[src/rtl/muldiv_unit.sv]
// Iterative RV32M multiply/divide unit: one result bit per cycle,
// with a single-cycle fast path for divide-by-zero and signed overflow.
module muldiv_unit #(
  parameter int XLEN = 32
) (
  input  logic            clk,
  input  logic            reset,
  input  logic            start,
  input  logic [2:0]      op,
  input  logic [XLEN-1:0] a,
  input  logic [XLEN-1:0] b,
  output logic            busy,
  output logic            done,
  output logic [XLEN-1:0] result
);

  localparam int CW = $clog2(XLEN + 1);

  typedef enum logic [1:0] {IDLE, CALC, FIX} state_t;

  state_t state, state_nx;

  logic [CW-1:0]     cnt;
  logic [2:0]        op_q;
  logic              neg_a, neg_b;
  logic [XLEN-1:0]   a_mag, b_mag;
  logic [2*XLEN-1:0] acc;
  logic [XLEN-1:0]   rem;
  logic              spec;
  logic [XLEN-1:0]   spec_val;

  logic            a_sgn, b_sgn, na, nb;
  logic [XLEN-1:0] a_in, b_in;
  logic            b_zero, ovf, fast;
  logic [XLEN-1:0] fast_val;

  always_comb begin
    a_sgn  = (op == 3'b001) || (op == 3'b010) ||
             (op == 3'b100) || (op == 3'b110);
    b_sgn  = (op == 3'b001) || (op == 3'b100) || (op == 3'b110);
    na     = a_sgn & a[XLEN-1];
    nb     = b_sgn & b[XLEN-1];
    a_in   = na ? -a : a;
    b_in   = nb ? -b : b;
    b_zero = (b == '0);
    ovf    = op[2] && !op[0] && (b == '1) &&
             (a == {1'b1, {(XLEN-1){1'b0}}});
    fast   = op[2] && (b_zero || ovf);
    if (b_zero) fast_val = op[1] ? a : '1;
    else        fast_val = op[1] ? '0 : a;
  end

  // One step of shift-add multiply and of restoring division
  logic [XLEN-1:0]   addend;
  logic [XLEN:0]     mul_sum;
  logic [2*XLEN-1:0] mul_nx;
  logic [XLEN:0]     div_sh;
  logic              q_bit;
  logic [XLEN-1:0]   rem_nx;

  always_comb begin
    addend  = acc[0] ? a_mag : '0;
    mul_sum = {1'b0, acc[2*XLEN-1:XLEN]} + {1'b0, addend};
    mul_nx  = {mul_sum, acc[XLEN-1:1]};
    div_sh  = {rem, acc[XLEN-1]};
    q_bit   = (div_sh >= {1'b0, b_mag});
    rem_nx  = q_bit ? (div_sh[XLEN-1:0] - b_mag) : div_sh[XLEN-1:0];
  end

  logic [2*XLEN-1:0] prod;
  logic [XLEN-1:0]   q_fix, r_fix, fix_val;

  always_comb begin
    prod    = (neg_a ^ neg_b) ? -acc : acc;
    q_fix   = (neg_a ^ neg_b) ? -acc[XLEN-1:0] : acc[XLEN-1:0];
    r_fix   = neg_a ? -rem : rem;
    fix_val = '0;
    if (spec) begin
      fix_val = spec_val;
    end else begin
      unique case (1'b1)
        !op_q[2] && (op_q[1:0] == 2'b00): fix_val = prod[XLEN-1:0];
        !op_q[2] && (op_q[1:0] != 2'b00): fix_val = prod[2*XLEN-1:XLEN];
        op_q[2] && !op_q[1]:               fix_val = q_fix;
        op_q[2] && op_q[1]:                fix_val = r_fix;
        default:                           fix_val = '0;
      endcase
    end
  end

  always_comb begin
    state_nx = state;
    case (state)
      IDLE:    if (start) state_nx = fast ? FIX : CALC;
      CALC:    if (cnt == CW'(1)) state_nx = FIX;
      FIX:     state_nx = IDLE;
      default: state_nx = IDLE;
    endcase
  end

  always_ff @(posedge clk) begin
    if (reset) state <= IDLE;
    else       state <= state_nx;
  end

  assign busy = (state != IDLE);

  always_ff @(posedge clk) begin
    if (reset) begin
      cnt      <= '0;
      op_q     <= '0;
      neg_a    <= 1'b0;
      neg_b    <= 1'b0;
      a_mag    <= '0;
      b_mag    <= '0;
      acc      <= '0;
      rem      <= '0;
      spec     <= 1'b0;
      spec_val <= '0;
      done     <= 1'b0;
      result   <= '0;
    end else begin
      done <= (state == FIX);
      if (state == IDLE && start) begin
        op_q     <= op;
        neg_a    <= na;
        neg_b    <= nb;
        a_mag    <= a_in;
        b_mag    <= b_in;
        spec     <= fast;
        spec_val <= fast_val;
        cnt      <= CW'(XLEN);
        rem      <= '0;
        acc      <= {{XLEN{1'b0}}, op[2] ? a_in : b_in};
      end else if (state == CALC) begin
        cnt <= cnt - CW'(1);
        if (op_q[2]) begin
          acc <= {{XLEN{1'b0}}, acc[XLEN-2:0], q_bit};
          rem <= rem_nx;
        end else begin
          acc <= mul_nx;
        end
      end
      if (state == FIX) result <= fix_val;
    end
  end

endmodule

[config.mk]
export PLATFORM = sky130hd
export DESIGN_NAME = muldiv_unit
export DESIGN_NICKNAME = d
export VERILOG_FILES = /design/src/rtl/muldiv_unit.sv
export SDC_FILE = /design/constraint.sdc
export NUM_CORES = 1
export LEC_CHECK = 0
export CAP_MARGIN = 25
export CELL_PAD_IN_SITES_DETAIL_PLACEMENT = 0
export CELL_PAD_IN_SITES_GLOBAL_PLACEMENT = 1
export CORE_MARGIN = 5
export CORE_UTILIZATION = 45
export CTS_CLUSTER_DIAMETER = 50
export CTS_CLUSTER_SIZE = 12
export DETAILED_ROUTE_END_ITERATION = 8
export PLACE_DENSITY = 0.84
export SLEW_MARGIN = 20
export SYNTH_ARGS = -nofsm -noshare
export SYNTH_HDL_FRONTEND = slang
export SYNTH_SLANG_ARGS = --single-unit
[constraint.sdc]
create_clock -name clk -period 4 [get_ports clk]
set_input_delay 1.2 -clock clk [delete_from_list [all_inputs] [get_ports clk]]
set_output_delay 1.2 -clock clk [all_outputs]
set_load 0.01 [all_outputs]
### Yosys cells after proc, flatten, opt, wreduce, memory -nomap -nowiden

Cells that the tools add are included.
Widths: inputs -> output; s select.

* bits in registers: 239
* input port bits: 70
* output and inout bits: 34
* logic and storage cells: 87

* add/subtract/negate cells: 8
* order comparisons: 1
* eq/ne operators: 11
* mux-type cells: 22
* bitwise logic cells: 3
* reductions and logical operators: 27

Operators with widths (count)
* $mux 32: 13
* $mux 64: 2
* $neg 32->32: 4
* $pmux 32 s4: 1
* $eq 32x32->1 const B: 2
* $neg 64->64: 1
* $add 32x32->33: 1
* $ge 33x32->1: 1
* $logic_not 32->1: 1
* $sub 32x32->32: 1
* $mux 6: 2
* $logic_and 1x1->1: 9
* $eq 3x3->1 const B: 2
* $eq 6x1->1 const B: 1
* $logic_or 1x1->1: 6
* $mux 2: 3
* $reduce_bool 2->1: 3
* $sub 6x1->6 const B: 1
* $logic_not 2->1: 2
* $ne 2x2->1 const B: 2
* $pmux 2 s2: 1
* $reduce_and 2->1: 2
* $eq 3x1->1 const B: 1
* $eq 3x2->1 const B: 1
* other kinds (6): 9

### Logic depth before layout (Yosys ltp)

Gate-level depths: netlist of the first run.

* word-level depth: 9
* depth in mapped cells: 15
* mapped depth without buffers: 13

### Worst setup path after synthesis of the first run

Ideal clock, no wire load.

* path type: input -> register
* start: input b[0]
* end: register acc[24]
* arrival: 3287 ps
* setup slack: 591 ps
* stages on the path: 9
* buffers on the path: 0
* cells stage by stage: inv_1 ha_1 or4b_2 or2_2 nor4_1 a21oi_1 xnor2_1 mux2i_1 a221o_1

* word-level cells in the longest chain between the ends: 4

Ends and longest elaborated chain
* from (decl): RTL line 11 `input logic [XLEN-1:0] b,`
* $neg 32->32: RTL line 44 `b_in = nb ? -b : b;`
* $mux 32: RTL line 44
* $mux 32: RTL line 134 `acc <= {{XLEN{1'b0}}, op[2] ? a_in : b_in};`
* $mux 32: RTL line 124 `if (state == IDLE && start) begin`
* to (signal assigned): RTL line 134
* to (signal assigned): RTL line 138 `acc <= {{XLEN{1'b0}}, acc[XLEN-2:0], q_bit};`
* to (signal assigned): RTL line 141 `acc <= mul_nx;`
* to (decl): RTL line 27 `logic [2*XLEN-1:0] acc;`

Every way passes these cells.
A chain may end at the register's enable or synchronous reset.

### Final worst setup path of the first run

* start: register a_mag[0]
* end: register acc[61]

* word-level cells in the longest chain between the ends: 3

Ends and longest elaborated chain
* from (decl): RTL line 26 `logic [XLEN-1:0] a_mag, b_mag;`
* from (signal assigned): RTL line 128 `a_mag <= a_in;`
* $mux 32: RTL line 62 `addend = acc[0] ? a_mag : '0;`
* $add 32x32->33: RTL line 63 `mul_sum = {1'b0, acc[2*XLEN-1:XLEN]} + {1'b0, addend};`
* $mux 64: RTL line 137 `if (op_q[2]) begin`

Every way passes these cells.

==> results of run 1 <==
synthesized netlist by cell type, types with 19 or more instances:
cell type                  instances
sky130_fd_sc_hd__a211oi_1        130
sky130_fd_sc_hd__a21o_1           37
sky130_fd_sc_hd__a21oi_1         195
sky130_fd_sc_hd__a31oi_1          30
sky130_fd_sc_hd__and2_1           38
sky130_fd_sc_hd__clkbuf_1        139
sky130_fd_sc_hd__dfxtp_1         239
sky130_fd_sc_hd__ha_1             71
sky130_fd_sc_hd__inv_1            74
sky130_fd_sc_hd__mux2i_1          69
sky130_fd_sc_hd__nand2_1         141
sky130_fd_sc_hd__nand2b_1         25
sky130_fd_sc_hd__nand3_1          30
sky130_fd_sc_hd__nand4_1          23
sky130_fd_sc_hd__nor2_1          287
sky130_fd_sc_hd__nor2b_1          19
sky130_fd_sc_hd__nor3_1           72
sky130_fd_sc_hd__nor4_1           31
sky130_fd_sc_hd__o211ai_1         20
sky130_fd_sc_hd__o21ai_0         124
sky130_fd_sc_hd__o21ai_1          24
sky130_fd_sc_hd__o221ai_1         19
sky130_fd_sc_hd__o31ai_1          26
sky130_fd_sc_hd__or3_1            30
sky130_fd_sc_hd__xnor2_1         111
sky130_fd_sc_hd__xor2_1           87
worst min-delay path: stages, from the launching register on:
cell and delay (ns):
sky130_fd_sc_hd__dfxtp_1 0.31, sky130_fd_sc_hd__nand2_1 0.05, sky130_fd_sc_hd__a21oi_1 0.05
state kept, by name, indices dropped and copies added (netlist names), 2 cells and up:
signal	count
a_mag	32
acc	64
b_mag	32
cnt	6
op_q	3
rem	32
result	32
spec_val	32
state	2
placed cells by master, fill, tap and decap left out, drive strengths merged, types with 37 or more instances in the layout:
| master | n |
|---|---|
| nor2 | 289 |
| dfxtp | 239 |
| a21oi | 195 |
| o21ai | 148 |
| nand2 | 141 |
| buf | 140 |
| a211oi | 132 |
| xnor2 | 111 |
| clkdlybuf4s50 | 101 |
| xor2 | 87 |
| inv | 76 |
| nor3 | 74 |
| ha | 71 |
| mux2i | 69 |
| clkbuf | 44 |
| and2 | 39 |
| a21o | 37 |
report_power, final:
| part | leakage, uW | total (uW) | switching, uW | internal [uW] |
|---|---|---|---|---|
| combinational | 0.00572 | 2050 | 1250 | 800 |
| clock | 0.000547 | 3020 | 1240 | 1790 |
| sequential | 0.00196 | 2780 | 233 | 2550 |
per-stage QoR:
stage / hold slack (ns) / utilization / area (um^2) / power, uW / instances
floorplan: 0.432 / - / 17500 / 4000 / 2317
global placement: 0.441 / 0.509 / 19700 / 4800 / 2907
global route: 0.471 / 0.538 / 20800 / 8160 / 2970
CTS: 0.457 / 0.538 / 20800 / 7820 / 2969
finish: 0.454 / 0.538 / 20800 / 7860 / 2970
detailed placement: 0.448 / 0.509 / 19700 / 4820 / 2907
routing by layer:
layer / vias up / GRT usage / wire length (um)
met3: 121 / 0.0452 / 5460
met5: - / 0 / 0
met2: 819 / 0.456 / 29300
li1: 8667 / - / -
met1: 8757 / 0.427 / 29900
met4: 0 / 0.0992 / 2320
cell type report:
type,count,share of cell area
Timing Repair Buffer,241,0.101
Multi-Input combinational cell,1836,0.570
Clock inverter,18,0.00812
Inverter,74,0.0134
Tap cell,518,0.0312
Clock buffer,44,0.0461
Sequential cell,239,0.230
kinds of logic after synthesis:
kind of cell | share of synthesized area
and+or+nand+nor | 0.211
adders and majority gates | 0.0529
xor gates and xnor gates | 0.0989
buffers and inverters | 0.0527
muxes | 0.0413
DFF | 0.273
AOI/OAI and AO/OA | 0.270
path summary, 6_finish.rpt:
| check | end | cells after the start |
|---|---|---|
| setup / recovery | acc[61] | 13 |
| hold / removal | result[0] | 2 |
| setup reg to reg | acc[61] | 13 |
| hold reg to reg | result[0] | 2 |
==> summary.txt, run 1 <==
Power
  – Pwr per Cell Area: around 380 mW/mm^2
  – Maximum ir drop on the vdd rail: about 0.3 mV
  – Static leakage power: slightly above 0.008 uW

Synthesis
  – EDFF count, synth: 0
  – Number of different library cells in the post-synthesis netlist: 79
  – Synthesized flop and latch total: between 200 and 250
  – Cell count after synthesis: 2317
  – Cell type contributing the most total cell area after synthesis: sky130_fd_sc_hd__dfxtp_1
  – Synth Area per Inst: about 7.6 um^2
  – Leading cell types by total area after synthesis: sky130_fd_sc_hd__dfxtp_1, sky130_fd_sc_hd__nor2_1, sky130_fd_sc_hd__a211oi_1, sky130_fd_sc_hd__a21oi_1, sky130_fd_sc_hd__xnor2_1
  – Synth Net Count: about 2500
  – Fraction of the yosys area taken by sequential cells: 0.273
  – Post-Syn Area: around 0.018 mm^2
  – Count of synthesis-stage warnings from yosys: 0
  – Share of the synthesized area in the top cell type: 0.273
  – Dominant synthesized flop cell: sky130_fd_sc_hd__dfxtp_1
  – Fraction of registers with async set/reset: 0

Place
  – Worst Setup Slack post-DPL: -0.102 ns
  – Post-DP HPWL: just over 50000 um
  – Port Buffer Count: around 100
  – RD Place Congestion: 0.964

Timing
  – Portion of the clock cycle consumed by the worst path in the final layout: 0.908
  – Final Hold Viols: 0
  – Number of slew-limit violations in the final report: 0
  – Setup repair after global routing missed its margin: no
  – Final setup violating endpoints: 0
  – Slew at the pin closest to its max-slew limit: about 1 ns
  – Shortest clock period the worst path allows after layout: around 3.6 ns
  – Fin worst setup slack: between 0.3 and 0.4 ns
  – Worst relative slew slack: 0.342
  – Post-Route Setup TNS: 0 ns
  – Top achievable clock speed: 275 MHz
  – Maximum clock skew at final layout: approximately 0.046 ns

Setup path
  – Critical-path top delay cell: sky130_fd_sc_hd__dfxtp_1
  – Sum of buffers and inverters on the critical path: 1
  – Biggest cell delay along the critical path: approximately 0.39 ns
  – CP startpoint: a_mag[0]
  – Worst EP arrival: roughly 4 ns
  – Type of the worst setup path: reg -> reg
  – Beginning of the worst register-to-register path: a_mag[0]
  – Cells along the critical path: and2_1 > ha_1 > inv_1 > fa_1 > nand2b_1 > a21oi_1 > o2111ai_1 > a31oi_1 > o2111ai_1 > a21oi_1 > o211a_1 > o21ai_0 > a32o_1
  – Category of the worst setup path capture point: register
  – Biggest fanout along the worst timing path: 4
  – Flop2flop setup slack: around 0.37 ns
  – Worst Path Required: roughly 4.4 ns
  – Top delay family on crit path: compound AO/OA/AOI/OAI gates
  – Startpoint types: register

Cells and area
  – Antenna cell count: 0
  – Storage element area: 0.00479 mm^2
  – Post-layout nets: approximately 2600
  – Share of cells above drive strength 1: 0.0946
  – Area of the multi-input gates: around 0.012 mm^2
  – Area Growth Syn to Fin: 18.6%
  – Fill cell count: roughly 3800

Clock tree
  – Clock tree buffer depth: 3
  – Number of setup buffers added after CTS: 0
  – Total number of clock tree sinks: roughly 240
  – Total of cells resized after clock tree synthesis: 0
  – Count of H-tree levels built during CTS: 2
  – Cell at the root of the clock tree: sky130_fd_sc_hd__clkbuf_16
  – Later-pin clock latency in the skew report: between 0.5 and 0.6 ns
  – Inserted Clock Buffers: 35
  – Cts hold-fix bufs: 0
  – Clock slew at the register clock pins of the worst setup and hold paths: 0.06 ns
  – TritonCTS clock tree: built

Die
  – Number of cell rows: 72
  – Die height: 207 um
  – Die Span X: a little over 200 um
  – Die Area: 0.0430 mm^2
  – Io pins: about 100
  – Core box area: 0.0386 mm^2
  – Effective utilization at floorplan: 0.454

Job
  – Number of maximum-capacitance constraint violations: 0

GRT
  – All-Layer GR Usage: 0.297
  – Number of antenna violations at the first check in global routing: 1
  – Largest net degree at the start of global routing: a little under 70
  – Final global-route overflow total: 0
  – Vias in the first global route: about 17000
  – First-pass GRT wire length: 102000 um

Drt
  – Number of nets with antenna violations after routing: 0
  – Detailed-route vias per instance: 6.18
  – Starting DRT DRC Count: 2272
  – Total number of vias: ~18000
  – DRC viols: 0
  – Final WL: between 60000 and 70000 um
  – DR pass1 iterations: 6
  – Average routed wire per standard cell: about 23 um

Worst hold path
  – Path category of the worst min-delay check: reg -> reg
  – Min-Delay Startpoint: result[0]

Outcome
  – Result of the run: complete, no violations
Power figures use the tool's default switching activity.
==> run 2: changes to the inputs <==
--- a/config.mk
+++ b/config.mk
@@ -11,7 +11,6 @@
 export CORE_MARGIN = 5
 export CORE_UTILIZATION = 45
 export CTS_CLUSTER_DIAMETER = 50
-export CTS_CLUSTER_SIZE = 12
 export DETAILED_ROUTE_END_ITERATION = 8
 export PLACE_DENSITY = 0.84
 export SLEW_MARGIN = 20
==> summary.txt, run 2 (synthesized netlist as in run 1, its figures left out) <==
Outcome
  – Result of the run: complete, no violations

GRT
  – Number of antenna violations at the first check in global routing: 1
  – Largest net degree at the start of global routing: 69
  – Final global-route overflow total: 0
  – First-pass GRT wire length: a little over 100000 um
  – Grt met2 use: 0.457
  – Vias in the first global route: around 17000
  – Busiest layer in global routing: met2
  – M3 GR Usage: 0.0456
  – All-Layer GR Usage: 0.297
  – M1 GR Usage: 0.426

Drt
  – Total number of vias: between 15000 and 20000
  – DR pass1 iterations: 6
  – Starting DRT DRC Count: about 2200
  – Average routed wire per standard cell: between 20 and 25 um
  – Final WL: between 60000 and 70000 um
  – Detailed-route vias per instance: approximately 6.1
  – DRC viols: 0
  – Number of nets with antenna violations after routing: 0

Place
  – Worst Setup Slack post-DPL: -0.102 ns
  – RD Place Congestion: roughly 0.96
  – Port Buffer Count: 103
  – Post-DP HPWL: between 50000 and 60000 um

Timing
  – Fin worst setup slack: ~0.37 ns
  – Slew at the pin closest to its max-slew limit: approximately 1 ns
  – Fin Hold WS: 0.454 ns
  – Setup repair after global routing missed its margin: no
  – Post-Route Setup TNS: 0 ns
  – Maximum clock skew at final layout: ~0.044 ns
  – Final setup violating endpoints: 0
  – Portion of the clock cycle consumed by the worst path in the final layout: 0.908
  – Final Hold Viols: 0
  – Shortest clock period the worst path allows after layout: 3.63 ns
  – Top achievable clock speed: 275 MHz
  – Worst relative slew slack: 0.326
  – Number of slew-limit violations in the final report: 0

Clock tree
  – Total number of clock tree sinks: about 240
  – Total of cells resized after clock tree synthesis: 0
  – Cts hold-fix bufs: 0
  – TritonCTS clock tree: built
  – Cell at the root of the clock tree: sky130_fd_sc_hd__clkbuf_16
  – Number of setup buffers added after CTS: 0
  – Later-pin clock latency in the skew report: between 0.5 and 0.6 ns
  – Clock tree buffer depth: 3
  – Count of H-tree levels built during CTS: 2
  – Inserted Clock Buffers: 35
  – Clock slew at the register clock pins of the worst setup and hold paths: approximately 0.060 ns

Setup path
  – Biggest fanout along the worst timing path: 4
  – Worst EP arrival: around 4 ns
  – Biggest cell delay along the critical path: approximately 0.39 ns
  – Startpoint types: register
  – Worst Path Required: 4.42 ns
  – Critical-path top delay cell: sky130_fd_sc_hd__dfxtp_1
  – Cells along the critical path: and2_1 > ha_1 > inv_1 > fa_1 > nand2b_1 > a21oi_1 > o2111ai_1 > a31oi_1 > o2111ai_1 > a21oi_1 > o211a_1 > o21ai_0 > a32o_1
  – Beginning of the worst register-to-register path: a_mag[0]
  – Type of the worst setup path: reg -> reg
  – CP startpoint: a_mag[0]
  – Category of the worst setup path capture point: register

Cells and area
  – Area Growth Syn to Fin: 18.7%
  – Highest-count cells in the layout ignoring fill and taps: sky130_fd_sc_hd__nor2_1, sky130_fd_sc_hd__dfxtp_1, sky130_fd_sc_hd__a21oi_1
  – Most common library cell in the layout ignoring fill and taps: sky130_fd_sc_hd__nor2_1
  – Final Util: 0.539
  – Share of cells above drive strength 1: 0.0950
  – Post-layout nets: ~2600
  – Max FFs per register: between 60 and 70
  – Register with the most flip-flops: acc
  – Antenna cell count: 0

Power
  – Pwr per Cell Area: between 300 and 400 mW/mm^2
  – Static leakage power: roughly 0.008 uW
  – Maximum ir drop on the vdd rail: between 0.3 and 0.4 mV
  – Tot Pwr: between 7000 and 8000 uW

Die
  – Die Area: 0.0430 mm^2
  – Io pins: 104
  – Die Span X: 207 um
  – Die height: ~210 um
  – Core box area: 0.0386 mm^2
  – Number of cell rows: slightly above 70
  – Effective utilization at floorplan: 0.454

Job
  – Number of maximum-capacitance constraint violations: 0

Worst hold path
  – Min-Delay Startpoint: result[0]
  – Path category of the worst min-delay check: reg -> reg
[run 2: cell types whose count changed in the layout (fill, tap and decap cells not counted)]
cell                         change
sky130_fd_sc_hd__clkinvlp_4      -1
sky130_fd_sc_hd__clkinv_2        +1
sky130_fd_sc_hd__clkbuf_8        +1
[run 2: area by class of cell]
| cell class | count | area (um^2) |
|---|---|---|
| Multi-Input combinational cell | 1836 | 11900 |
| Clock buffer | 45 | 973 |
| Sequential cell | 239 | 4790 |
| Timing Repair Buffer | 241 | 2100 |
| Tap cell | 518 | 648 |
| Clock inverter | 18 | 166 |
| Fill cell | 3754 | 17800 |
| Inverter | 74 | 278 |
[run 2: routing by layer]
| metal | part of all wire | up-vias |
|---|---|---|
| met4 | 0.036 | 0 |
| met3 | 0.081 | 126 |
| met5 | 0 | - |
| met1 | 0.45 | 8689 |
| li1 | - | 8652 |
| met2 | 0.44 | 804 |
[run 2: critical path: cells and delay by family, from the launching register on]
family	cells	cell delay, ns
AND/OR/NAND/NOR	2	0.36
buffers and inverters	1	0.07
adder cells (fa/ha/maj)	2	0.58
flip-flops	1	0.39
AO/OA/AOI/OAI	8	2.09
[run 2: worst paths after layout]
path / to / slack (ns) / depth (start not counted)
hold / removal: result[0] / 0.45 / 2
setup / recovery: acc[61] / 0.37 / 13
hold reg to reg: result[0] / 0.45 / 2
setup reg to reg: acc[61] / 0.37 / 13
[run 2: through the flow]
step	std cells	instance area (um^2)
6_report	2971	20800
5_1_grt	2971	20800
4_1_cts	2970	20800
3_5_place_dp	2907	19700
3_3_place_gp	2907	19700
2_1_floorplan	2317	17500
[run 2: report_power, final]
| part | total, uW | switching, uW | internal [uW] | leakage (uW) |
|---|---|---|---|---|
| clock | 3040 | 1240 | 1810 | 0.000558 |
| sequential | 2780 | 233 | 2550 | 0.00196 |
| combinational | 2050 | 1250 | 800 | 0.00572 |
| total | 7880 | 2730 | 5150 | 0.00824 |
==> run 3: changes to the inputs <==
--- a/config.mk
+++ b/config.mk
@@ -5,7 +5,7 @@
 export SDC_FILE = /design/constraint.sdc
 export NUM_CORES = 1
 export LEC_CHECK = 0
-export CAP_MARGIN = 25
+export CAP_MARGIN = 10
 export CELL_PAD_IN_SITES_DETAIL_PLACEMENT = 0
 export CELL_PAD_IN_SITES_GLOBAL_PLACEMENT = 1
 export CORE_MARGIN = 5
==> summary.txt, run 3 (synthesized netlist as in run 1, its figures left out) <==
Clock tree
  – Inserted Clock Buffers: 35
  – Clock tree buffer depth: 3
  – Total number of clock tree sinks: ~240
  – Clock slew at the register clock pins of the worst setup and hold paths: 0.06 ns
  – Number of setup buffers added after CTS: 0
  – Cts hold-fix bufs: 0
  – TritonCTS clock tree: built
  – Count of H-tree levels built during CTS: 2
  – Total of cells resized after clock tree synthesis: 0
  – Cell at the root of the clock tree: sky130_fd_sc_hd__clkbuf_16
  – Later-pin clock latency in the skew report: between 0.5 and 0.6 ns

Timing
  – Slew at the pin closest to its max-slew limit: ~1.1 ns
  – Shortest clock period the worst path allows after layout: ~3.6 ns
  – Post-Route Setup TNS: 0 ns
  – Worst relative slew slack: 0.273
  – Fin Hold WS: between 0.4 and 0.5 ns
  – Fin worst setup slack: ~0.37 ns
  – Setup repair after global routing missed its margin: no
  – Number of slew-limit violations in the final report: 0
  – Portion of the clock cycle consumed by the worst path in the final layout: 0.908
  – Top achievable clock speed: approximately 280 MHz
  – Final Hold Viols: 0
  – Final setup violating endpoints: 0
  – Maximum clock skew at final layout: between 0.04 and 0.05 ns

Cells and area
  – Antenna cell count: 0
  – Most common library cell in the layout ignoring fill and taps: sky130_fd_sc_hd__nor2_1
  – Register with the most flip-flops: acc
  – Post-route standard cell area excluding fillers: ~0.021 mm^2
  – Highest-count cells in the layout ignoring fill and taps: sky130_fd_sc_hd__nor2_1, sky130_fd_sc_hd__dfxtp_1, sky130_fd_sc_hd__a21oi_1
  – Post-layout nets: roughly 2600
  – Share of cells above drive strength 1: 0.0946
  – Area Growth Syn to Fin: 18.6%
  – Max FFs per register: between 60 and 70

Drt
  – Total number of vias: between 15000 and 20000
  – Detailed-route vias per instance: ~6.1
  – Met3 Routed Length: between 5000 and 6000 um
  – DRC viols: 0
  – Routed metal-1 wire length: ~30000 um
  – Starting DRT DRC Count: 2186
  – Met2 wire length: 29500 um
  – Number of nets with antenna violations after routing: 0
  – DR pass1 iterations: 6
  – Average routed wire per standard cell: about 23 um
  – Final WL: roughly 67000 um
  – Max Used Layer: met4

Setup path
  – Worst Path Required: 4.41 ns
  – End of the worst register-to-register path: acc[61]
  – Beginning of the worst register-to-register path: a_mag[0]
  – Worst EP arrival: roughly 4.1 ns
  – Flop2flop setup slack: about 0.37 ns
  – Reg2Reg Depth: 13
  – Biggest fanout along the worst timing path: 4
  – Biggest cell delay along the critical path: between 0.3 and 0.4 ns
  – Sum of buffers and inverters on the critical path: 1
  – Type of the worst setup path: reg -> reg
  – Category of the worst setup path capture point: register
  – Startpoint types: register
  – Top delay family on crit path: compound AO/OA/AOI/OAI gates
  – Cells along the critical path: and2_1 > ha_1 > inv_1 > fa_1 > nand2b_1 > a21oi_1 > o2111ai_1 > a31oi_1 > o2111ai_1 > a21oi_1 > o211a_1 > o21ai_0 > a32o_1
  – Critical-path top delay cell: sky130_fd_sc_hd__dfxtp_1

Power
  – Tot Pwr: a little under 8000 uW
  – Static leakage power: between 0.008 and 0.009 uW
  – Maximum ir drop on the vdd rail: between 0.3 and 0.4 mV
  – Pwr per Cell Area: approximately 380 mW/mm^2

Outcome
  – Result of the run: complete, no violations

GRT
  – Largest net degree at the start of global routing: ~70
  – Vias in the first global route: 17000
  – Number of antenna violations at the first check in global routing: 1
  – All-Layer GR Usage: 0.297
  – First-pass GRT wire length: just over 100000 um
  – Final global-route overflow total: 0

Die
  – Io pins: around 100
  – Effective utilization at floorplan: 0.454
  – Core box area: 0.0386 mm^2
  – Die Area: ~0.043 mm^2
  – Die Span X: about 210 um
  – Die height: roughly 210 um
  – Number of cell rows: 72

Place
  – RD Place Congestion: 0.964
  – Worst Setup Slack post-DPL: -0.102 ns
  – Port Buffer Count: about 100
  – Post-DP HPWL: ~51000 um
  – Post-detailed-placement cell area: between 0.015 and 0.02 mm^2

Worst hold path
  – Worst hold path stage count: 2
  – Path category of the worst min-delay check: reg -> reg
  – Hold worst-path end: result[14]
  – Min-Delay Startpoint: result[14]

Job
  – Number of maximum-capacitance constraint violations: 0
-- run 3: cell types whose count changed in the layout (fill, tap and decap cells not counted) --
cell / before / now
sky130_fd_sc_hd__buf_6: 1 / 0
-- run 3: per-stage QoR --
stage	util	std cells
after global placement	0.509	2907
final	0.538	2970
after detailed placement	0.509	2907
after global routing	0.538	2970
after CTS	0.538	2970
after floorplan	-	2317
-- run 3: how the worst max path moves through the flow --
| stage | startpoint | end | slack [ns] | cells past startpoint |
|---|---|---|---|---|
| final | a_mag[0] | acc[61] | 0.37 | 13 |
| after global routing | a_mag[0] | acc[61] | 0.20 | 13 |
| after CTS | acc[31] | rem[12] | 0.48 | 11 |
| after detailed placement | b[0] | spec_val[27] | -0.10 | 11 |
| after global placement | b[0] | acc[24] | -0.04 | 10 |
| after floorplan | b[0] | acc[24] | 0.59 | 9 |
-- run 3: where the power goes --
group,internal (uW),switching [uW],total [uW]
Clock,1810,1230,3030
Combinational,799,1250,2050
Sequential,2550,234,2780
Total,5150,2710,7870
-- run 3: layout make-up --
type / instances / area (um^2)
flip-flops and latches: 239 / 4790
repair buffers: 240 / 2090
multi-input cells: 1836 / 11900
fillers: 3754 / 17800
clock inverters: 18 / 166
inverters: 74 / 278
well taps: 518 / 648
clock buffers: 45 / 973
-- run 3: worst register-to-register path, stage by stage, from the launching register on --
cell and delay (ns):
sky130_fd_sc_hd__dfxtp_1 0.39, sky130_fd_sc_hd__and2_1 0.16, sky130_fd_sc_hd__ha_1 0.21, sky130_fd_sc_hd__inv_1 0.07, sky130_fd_sc_hd__fa_1 0.37, sky130_fd_sc_hd__nand2b_1 0.20, sky130_fd_sc_hd__a21oi_1 0.26, sky130_fd_sc_hd__o2111ai_1 0.21
sky130_fd_sc_hd__a31oi_1 0.38, sky130_fd_sc_hd__o2111ai_1 0.28, sky130_fd_sc_hd__a21oi_1 0.32, sky130_fd_sc_hd__o211a_1 0.21, sky130_fd_sc_hd__o21ai_0 0.13, sky130_fd_sc_hd__a32o_1 0.30
-- run 3: routing by layer --
layer | up-vias | GRT usage
met2 | 733 | 0.457
li1 | 8652 | -
met3 | 112 | 0.0456
met1 | 8732 | 0.426
met5 | - | 0
met4 | 0 | 0.0983
